`config.mk`:
```
export PLATFORM = sky130hd
export DESIGN_NAME = delay_line_controller
export DESIGN_NICKNAME = d
export VERILOG_FILES = /design/src/rtl/dlc_pkg.sv /design/src/rtl/dlc_delay_line.sv /design/src/rtl/delay_line_controller.sv
export SDC_FILE = /design/constraint.sdc
export NUM_CORES = 1
export LEC_CHECK = 0
export ABC_AREA = 1
export CORE_MARGIN = 2
export CORE_UTILIZATION = 60
export CTS_CLUSTER_DIAMETER = 150
export CTS_CLUSTER_SIZE = 16
export DETAILED_ROUTE_END_ITERATION = 10
export GPL_TIMING_DRIVEN = 1
export PLACE_DENSITY = 0.82
export SYNTH_ARGS = -nofsm -noshare
export SYNTH_HDL_FRONTEND = slang
export SYNTH_SLANG_ARGS = --single-unit
```
`constraint.sdc`:
```
create_clock -name clk -period 2.7 [get_ports clk]
set_clock_uncertainty 0.05 [all_clocks]
set_input_delay 0.27 -clock clk [delete_from_list [all_inputs] [get_ports clk]]
set_output_delay 0.27 -clock clk [all_outputs]
set_load 0.02 [all_outputs]
```
`src/rtl/dlc_pkg.sv`:
```
// rtl/dlc_pkg.sv - shared defaults, widths and state type for the delay line controller
package dlc_pkg;
  localparam int DEPTH_DFLT    = 16;
  localparam int HOLDOFF_DFLT  = 4;
  localparam int LOCK_CNT_DFLT = 8;
  localparam int TAP_W         = $clog2(DEPTH_DFLT);

  typedef enum logic {
    IDLE   = 1'b0,
    SETTLE = 1'b1
  } state_t;
endpackage

```
`src/rtl/dlc_delay_line.sv`:
```
// rtl/dlc_delay_line.sv - DEPTH-bit shift register with a registered tap mux
module dlc_delay_line import dlc_pkg::*; #(
  parameter int DEPTH = DEPTH_DFLT,
  parameter int TW    = $clog2(DEPTH)
) (
  input  logic          clk,
  input  logic          rst,
  input  logic          data_in,
  input  logic [TW-1:0] tap_sel,
  output logic          d_out
);

  logic [DEPTH-1:0] sr;

  always_ff @(posedge clk) begin
    if (!rst) begin
      sr    <= '0;
      d_out <= 1'b0;
    end else begin
      sr    <= {sr[DEPTH-2:0], data_in};
      d_out <= sr[tap_sel];
    end
  end

endmodule

```
`src/rtl/delay_line_controller.sv`:
```
// rtl/delay_line_controller.sv - tap selection FSM with settle holdoff and lock detection
module delay_line_controller import dlc_pkg::*; #(
  parameter int DEPTH    = DEPTH_DFLT,
  parameter int HOLDOFF  = HOLDOFF_DFLT,
  parameter int LOCK_CNT = LOCK_CNT_DFLT
) (
  input  logic                     clk,
  input  logic                     rst,
  input  logic                     data_in,
  input  logic                     shift_left,
  input  logic                     shift_right,
  output logic                     d_out,
  output logic [$clog2(DEPTH)-1:0] tap_sel,
  output logic                     at_min,
  output logic                     at_max,
  output logic                     locked
);

  localparam int TW = $clog2(DEPTH);
  // Widths keep room for the full count value even when a parameter is 0.
  localparam int HW = $clog2(HOLDOFF + 2);
  localparam int LW = $clog2(LOCK_CNT + 2);

  localparam logic [TW-1:0] TAP_MAX = TW'(DEPTH - 1);
  localparam logic [TW-1:0] TAP_RST = TW'(DEPTH / 2);
  localparam logic [HW-1:0] HOLD_V  = HW'(HOLDOFF);
  localparam logic [LW-1:0] LOCK_V  = LW'(LOCK_CNT);

  state_t          state, state_n;
  logic [TW-1:0]   tap_n;
  logic [HW-1:0]   hold, hold_n;
  logic [LW-1:0]   lock_cnt, lock_n;

  dlc_delay_line #(.DEPTH(DEPTH), .TW(TW)) u_line (
    .clk     (clk),
    .rst     (rst),
    .data_in (data_in),
    .tap_sel (tap_sel),
    .d_out   (d_out)
  );

  always_comb begin
    state_n = state;
    tap_n   = tap_sel;
    hold_n  = hold;
    lock_n  = '0;
    case (state)
      IDLE: begin
        if (!shift_left && !shift_right) begin
          lock_n = (lock_cnt == LOCK_V) ? lock_cnt : lock_cnt + 1'b1;
        end else if (shift_right && !shift_left && tap_sel != TAP_MAX) begin
          tap_n   = tap_sel + 1'b1;
          hold_n  = HOLD_V;
          state_n = SETTLE;
        end else if (shift_left && !shift_right && tap_sel != '0) begin
          tap_n   = tap_sel - 1'b1;
          hold_n  = HOLD_V;
          state_n = SETTLE;
        end
      end
      SETTLE: begin
        hold_n = (hold == '0) ? hold : hold - 1'b1;
        // Leave on the edge where the counter lands on zero.
        if (hold <= HW'(1)) begin
          state_n = IDLE;
        end
      end
    endcase
  end

  always_ff @(posedge clk) begin
    if (!rst) begin
      state    <= IDLE;
      tap_sel  <= TAP_RST;
      hold     <= '0;
      lock_cnt <= '0;
      locked   <= 1'b0;
    end else begin
      state    <= state_n;
      tap_sel  <= tap_n;
      hold     <= hold_n;
      lock_cnt <= lock_n;
      locked   <= (lock_n == LOCK_V);
    end
  end

  assign at_min = (tap_sel == '0);
  assign at_max = (tap_sel == TAP_MAX);

endmodule

```
* After elaboration in Yosys (flattened, before gate mapping) *
Index checks and enable logic that the tools add are counted.

operators by class
  mux-type cells = 17
  bitwise gates (word level) = 2
  add/sub/neg operators = 4
  equal/unequal tests = 7
  reduce and logical (&&, ||, !) cells = 13
  order comparisons = 2

operators with widths
  cell                                                             count
  2-to-1 mux 4 bit                                                 5
  equality test 4 bit (second input constant)                      3
  2-to-1 mux 3 bit                                                 4
  adder 4 x 1 -> 4 bit (second input constant)                     2
  one-hot mux 3 bit (2 select lines)                               1
  AND reduction 3 bit                                              2
  logical AND 1 bit                                                5
  < comparator 4 x 5 -> 1 bit (second input constant)              1
  2-to-1 mux 1 bit                                                 5
  binary-select mux 1 bit (select 4 bit)                           1
  zero test 4 bit                                                  1
  != test 2 bit (second input constant)                            2
  != test 4 bit (second input constant)                            1
  nonzero test 4 bit                                               1
  subtractor 4 x 1 -> 4 bit (second input constant)                1
  less-or-equal comparator 3 x 1 -> 1 bit (second input constant)  1
  zero test 3 bit                                                  1
  != test 3 bit (second input constant)                            1
  subtractor 3 x 1 -> 3 bit (second input constant)                1
  zero test 1 bit                                                  2
  inverter 1 bit                                                   2
  one-hot mux 1 bit (2 select lines)                               1
  nonzero test 2 bit                                               1

word-level totals
  word-level logic and storage cells = 52
  input bits = 5
  output and inout bits = 8
  register bits = 30

* Longest topological paths before layout *
  depth after elaboration = 7
  gate-level depth with buffers = 12
  gate-level depth less buffers = 12

* Hierarchy *
Synthesis repeated with hierarchy kept, for this count alone.

second synthesis, totals
  cells, all modules = 214
  area total of the unflattened synthesis = 1,503.9 µm²

by module, submodules not included
  module                 cells each  instances  area each (µm²)  sequential area each (µm²)
  delay_line_controller  114         1          814.5            260.2
  dlc_delay_line         100         1          689.4            340.3

* Least setup slack after synthesis *
OpenSTA, ideal clock, no wires.

  path type = register to register
  start point = register tap_sel[0]
  end point = register tap_sel[3]
  path buffers = 1
  period minus slack after synthesis = 1,953 ps
  cell stages (with the launch flop) = 13
  data required time = 2,519 ps
  library setup time = 131 ps
  path slack = 747 ps
  data arrival time = 1,772 ps
  path through = dfxtp_1 buf_4 nand2_2 o21ai_4 ha_1 nand2_1 nand2_1 nor2_1 inv_1 nand2_1 nand2_1 nand2_1 nand3_2

on the way
  longest elaborated chain between the ends = 4
  elaborated cells on any way between the ends = 10
  those cells by class = add/sub (2); eq/ne (1); mux (2); reduce/logical (5)

ends and longest elaborated chain
  element                                                                            line                         RTL
  start, declared                                                                    delay_line_controller.sv:13  output logic [$clog2(DEPTH)-1:0] tap_sel,
  start signal, assigned                                                             delay_line_controller.sv:80  tap_sel <= tap_n;
  parallel branches: the longest is 4 deep, another holds subtractor 4 x 1 -> 4 bit  n/a

Several ways; the timed one is not identified. The select of a mux whose other input is x is not followed.
A chain may end at the register's enable or synchronous reset.

* Worst setup path in the final report *
  start point = register tap_sel[0]
  end point = output at_min

on the way
  longest elaborated chain between the ends = 1

ends and longest elaborated chain
  element          line                         RTL
  zero test 4 bit  delay_line_controller.sv:87  assign at_min = (tap_sel == '0);
  end, declared    delay_line_controller.sv:14  output logic at_min,

No other way between the ends.

==> impl.org <==
** STA
- Ratio of final minimum period to clock period :: 87.8%
- Measured against its own limit, the worst slew margin works out to 63.7%.
- Transition at the pin with the smallest max-transition slack :: 543 ps
- Setup repair after global routing left no endpoint under its margin.
- The total count of hold-check failures in the final report is 0.
- Final Critical Period :: 2370 ps
- # setup viols final :: 0
- Fmax :: 0.422 GHz
- Setup slack on the critical path of the routed design comes to 330 ps.
- Sum of negative setup slack :: 0 ps
- Final slew viol count :: 0

** Run
- Number of max-capacitance violations reported :: 0

** Final layout
- For this run, the share of the core covered by cells in the final layout is 70.0%.
- Post-layout instance count excluding filler cells :: 255
- The final layout contains 238 nets.
- Synth-to-layout area growth :: 13.4%
- Count of antenna diodes in the layout :: 0
- Proportion of layout cells with a drive suffix above 1 :: 10.2%
- Layout filler cell count :: 204

** Critical path
- The setup path with the least slack is of type flop to output port.
- Worst setup path endpoint :: at_min
- At the worst endpoint, the required time is 2380 ps.
- The worst register-to-register path ends at tap_sel[3].
- Worst stage delay on the critical path :: 670 ps
- Tracing the worst setup path back leads to its startpoint at tap_sel[0].
- Slowest stage cell on the critical path :: sky130_fd_sc_hd__dfxtp_1
- Worst r2r path cells :: 11
- Worst setup slack for register-to-register paths :: 610 ps
- Sort of element at the end of the critical path :: output port
- The critical path goes through inv_1 -> nand3_2 -> inv_1 -> clkdlybuf4s50_1.
- Data arrival at the endpoint of the critical path :: 2050 ps
- Worst flop-to-flop path startpoint :: tap_sel[0]
- Maximum fanout count along the critical path :: 13
- Critical Path Most Common Cell :: sky130_fd_sc_hd__inv_1
- Type of origin of the critical path :: flop

** Detailed routing
- In the routed layout, each cell is associated on average with a via count of 4.87.
- Number of DRC violations after detailed routing :: 0
- Dividing the detail-routed wire length by the instance count gives 10.2 um.
- Antenna-violating nets left :: 0
- Routed Wire Length :: 2.61 mm
- The first routing iteration left 31 violations.
- Across all layers, the routed design uses 1,243 vias.
- Pre-Repair DR Iteration Count :: 4

** Power
- Switching share of total power :: 32.1%
- In this run the power density over the cells is 580 nW/um2.
- Worst VDD drop :: 0.000561 V
- Overall power after layout :: 978 uW
- Of the total power, the clock network draws 24.0%.
- Of the total power, registers draw 50.4%.
- Net switching power of the design :: 314 uW
- Internal power :: 664 uW
- Leakage component of the power :: 0.915 nW
- In this run, the combinational gates consume 25.7% of the power.

** Placement
- Port buffer count :: 12
- Global placer's final weighted congestion :: 0.779
- Once placement completed, the tool counted placed cells totaling 248.
- Setup Slack @ Placement :: 556 ps
- Detailed placement ended at an HPWL of 2.03 mm.

** Yosys
- Number of enable-type register cells in the synthesized netlist :: 0
- Number of cells produced by synthesis :: 208
- Seq cells post-synth :: 30
- Yosys printed 0 warnings.
- Sequential cells were found to cover 40.4% of the synthesized design area.
- Summing every instance area after synthesis gives 1490 um2.
- Net count after synthesis :: 221
- Area share of the largest cell type after synthesis :: 40.4%
- Avg Cell Area, Syn :: 7.15 um2
- The most common cell in the synthesized netlist is sky130_fd_sc_hd__nand2_1.
- Synth area leaders :: sky130_fd_sc_hd__dfxtp_1 (40%), sky130_fd_sc_hd__nand2_1 (11%), sky130_fd_sc_hd__nor2_1 (9.6%)
- The synthesized netlist contains 26 unique library cells.
- Post-synth top flop :: sky130_fd_sc_hd__dfxtp_1
- Cell taking the most area after synthesis :: sky130_fd_sc_hd__dfxtp_1
- By count the netlist is led by sky130_fd_sc_hd__nand2_1 (43), sky130_fd_sc_hd__nor2_1 (38), sky130_fd_sc_hd__inv_1 (36).
- Proportion of register bits with asynchronous set or reset after synthesis :: 0%

** GRT
- Maximum number of pins on one net before global-route repair :: 25
- The number of global-route vias before repair came to 1,114.
- Residual overflow from global routing :: 0
- First-pass GRT wire length :: 4.33 mm
- Global routing used 21.5% of the available tracks across all layers.
- Antenna violations before repair :: 0

** Clocking
- Hold-fix buffers, CTS :: 0
- Counting the buffers created by CTS gives 5.
- # Post-CTS Setup Buffers :: 0
- Clock-pin slew of the registers on the worst-case setup and hold paths :: 90 ps
- Clk Latency, worst-skew pair :: 320 ps
- Clock root buffer master :: sky130_fd_sc_hd__clkbuf_4
- The H-tree was split into 2 levels.
- Buffer depth of the longest clock path :: 2
- Clock tree from TritonCTS :: built
- Number of instances resized during post-cts repair :: 0
- Clock tree synthesis found a total of 30 sinks.

** Floorplanning
- The initialized floorplan defines 18 standard-cell rows.
- The core region is 2410 um2.
- Die Footprint :: 2890 um2
- Floorplan die height :: 53.8 um
- I/O pin count :: 13
- For this configuration, the core starts out at a cell density of 61.7%.
- Die Span X :: 53.8 um

** Worst hold path
- In this run the most critical hold path is launched from u_line.sr[13].
- Depth of the worst hold-timing path :: 2
- Worst hold path class :: flop to flop

** Outcome
- Result of the run :: finished, final reports clean
==> power groups by stage <==
stage / sequential, mW / clock [mW] / combinational (mW)
finish: 0.493 / 0.234 / 0.251
global route: 0.497 / 0.266 / 0.284
CTS: 0.493 / 0.245 / 0.253
detailed placement: 0.503 / 0 / 0.252
global placement: 0.502 / 0 / 0.242
floorplan: 0.510 / 0 / 0.172
==> placed cells by master, fill, tap and decap left out, drive strengths merged, types with 4 or more instances in the layout <==
| cell | count |
|---|---|
| ha | 7 |
| nand2 | 47 |
| xor2 | 4 |
| nor2 | 39 |
| nand3 | 13 |
| a21oi | 5 |
| clkdlybuf4s50 | 12 |
| inv | 39 |
| dfxtp | 30 |
| o21ai | 13 |
| clkbuf | 5 |
==> state kept, by name (all words and copies together), names as in the netlist <==
signal / cells
state: 1
hold: 3
tap_sel: 4
u_line.d_out: 1
u_line.sr: 16
locked: 1
lock_cnt: 4
==> worst max-delay path, delay by kind of cell, from the launching register on <==
kind / cells / cell delay [ps]
simple gates: 1 / 170
buf+inv: 3 / 890
flops: 1 / 670
==> per-layer routing <==
layer | up-vias | share of wire, % | global-route usage (%)
met5 | - | 0 | 0
met4 | 0 | 1.7 | 8.97
met3 | 5 | 4.9 | 7.78
met2 | 22 | 49 | 37.6
met1 | 557 | 44 | 23.1
li1 | 659 | - | -
==> how the worst min path moves through the flow <==
stage	slack, ps	to
finish	380	u_line.sr[14]
global route	400	u_line.sr[11]
CTS	380	u_line.sr[14]
detailed placement	370	u_line.sr[6]
global placement	360	u_line.sr[14]
floorplan	320	u_line.sr[0]
==> cell families after synthesis <==
logic type	Yosys count	share of synthesized area (%)
flops	30	40.4
xor+xnor	4	2.35
simple gates	104	30.8
buf+inv	44	12.4
compound gates	18	6.81
fa+ha+maj	8	7.23
==> final cells by class <==
class	instances	area (um2)	share of cell area, %
clock inverter	2	10.0	0.593
clock buffer	5	37.5	2.23
multi-input combinational	134	702	41.6
inverter	40	164	9.72
tap	30	37.5	2.23
sequential	30	601	35.6
timing repair buffer	14	135	8.01
==> stage by stage <==
| stage | hold WS [ps] | cell area, um2 |
|---|---|---|
| 2_1_floorplan | 318 | 1490 |
| 3_3_place_gp | 359 | 1640 |
| 3_5_place_dp | 365 | 1640 |
| 4_1_cts | 380 | 1690 |
| 5_1_grt | 402 | 1690 |
| 6_report | 377 | 1690 |
No activity file was read; power rests on OpenSTA's default activity.
==> variant, RTL diff (config.mk and constraints unchanged) <==
The package constant `HOLDOFF_DFLT` goes from 4 to 16.
--- a/src/rtl/dlc_pkg.sv
+++ b/src/rtl/dlc_pkg.sv
@@ -2,5 +2,5 @@
 package dlc_pkg;
   localparam int DEPTH_DFLT    = 16;
-  localparam int HOLDOFF_DFLT  = 4;
+  localparam int HOLDOFF_DFLT  = 16;
   localparam int LOCK_CNT_DFLT = 8;
   localparam int TAP_W         = $clog2(DEPTH_DFLT);
Check against the original RTL: not equivalent (a bounded check fails within 10 cycles, from zero or initial values and one cycle with rst low).
==> variant against the original RTL <==
Non-clock buffer count is the same. Utilization grew 1.2 points. Area after synthesis grew 4.0%. Synthesized cell count grew 6.3%. Wire length grew 25%. Critical endpoint is now at_max. Critical path depth shrank 1. Worst setup slack gained 220 ps. Power grew 12%. Die area grew 3.7%. Largest power group unchanged. Final area grew 3.6%. Sequential cell count grew 2.
==> variant: results <==
[worst_setup_path]
reg2reg_slack_ps = 670
reg2regPathDepth = 11
worstPathMaxFanout = 9
r2r-end = tap_sel[3]
r2r-start = tap_sel[1]
crit_arrival_ps = 1830

[place]
gp_congestion = 0.774
dp_hpwl_mm = 2.39
io_buffer_count = 12

[clock_tree]
post_cts_buffers = 0
clock_path_buffers = 2
path_clk_slew_ps = 90
clk_latency_ps = 330
cts_buffers = 5
ctsResizeCount = 0
cts_root_buffer = clkbuf_4
h-tree-depth = 2

[worst_hold_path]
holdPathEnd = u_line.sr[3]
hp-class = reg2reg
min_from = u_line.sr[2]
holdPathStages = 2

[power]
leakage_nw = 0.902
p_sw_mw = 0.379
ir_worst_vdd_mv = 0.633

[synth]
async_flop_share_pct = 0
synth_nets = 233
ys_warn_count = 0
synth_area_leaders = dfxtp_1 41%, nand2_1 12%, nor2_1 9.2%
seq_area_frac_synth_pct = 41.4
ys_top_cells_by_count = 48 x nand2_1, 38 x nor2_1, 34 x inv_1
synth_cell_type_count = 25

[drt]
dr.first_iter.drc_count = 30
first_pass_iters = 4
drt-total-wl_mm = 3.27
num_vias = 1399

[final_layout]
fillerInstances = 206
drive_gt1_share_pct = 5.88
largestRegisters = u_line.sr x16, hold x5
finalNetCount = 250
antenna_cells = 0

[global_routing]
antenna_found_initial = 0
track_usage_pct = 25.2
grt_pass1_wl_mm = 5.22
grt_pass1_vias = 1277
grt_max_degree = 24

[run_status]
status = finished, final reports clean

[timing]
maxSlewHeadroom_pct = 68.7
[variant: power by group through the flow]
stage	Clock [mW]	Combinational, mW	Sequential (mW)
5_1_grt	0.277	0.351	0.542
3_3_place_gp	0	0.287	0.545
4_1_cts	0.257	0.306	0.536
6_report	0.251	0.308	0.537
3_5_place_dp	0	0.305	0.547
2_1_floorplan	0	0.209	0.552
[variant: metal layers]
layer	routed length [um]	up-vias	GRT usage (%)
li1	-	719	-
met1	1430	641	27.7
met2	1650	32	44.0
met3	132	7	8.20
met4	57	0	10.0
met5	0	-	0
[variant: worst max path at each step]
stage	to	from	depth (start not counted)	slack (ps)
finish	at_max	tap_sel[1]	3	550
global route	at_max	tap_sel[1]	3	480
CTS	at_max	tap_sel[1]	3	540
detailed placement	tap_sel[3]	shift_right	12	440
global placement	tap_sel[3]	shift_right	12	570
floorplan	tap_sel[3]	tap_sel[1]	11	800
[variant: layout make-up]
cell class	count	area share [%]
multi-input combinational	150	43.3
tap	30	2.15
timing repair buffer	14	7.73
sequential	32	36.6
clock buffer	6	2.36
clock inverter	1	0.286
inverter	35	7.52
[variant: worst max-delay path: stages (launching register included)]
cell and delay [ps]:
dfxtp_1 560, nand2_2 130, nor2_1 180, clkdlybuf4s50_1 630
[variant: metrics by stage]
step | hold WS (ps) | setup slack [ps] | cells | cell area, um2 | utilization, %
3_5_place_dp | 363 | 438 | 261 | 1700 | 69.3
3_3_place_gp | 356 | 567 | 261 | 1700 | 69.3
6_report | 373 | 551 | 268 | 1750 | 71.2
5_1_grt | 387 | 478 | 268 | 1750 | 71.2
4_1_cts | 375 | 537 | 268 | 1750 | 71.2
2_1_floorplan | 318 | 800 | 221 | 1550 | -
[variant: kinds of logic after synthesis]
family / share of synthesized area (%)
flops: 41.4
xor+xnor: 2.27
fa+ha+maj: 6.15
compound gates: 9.14
buf+inv: 9.63
simple gates: 31.4
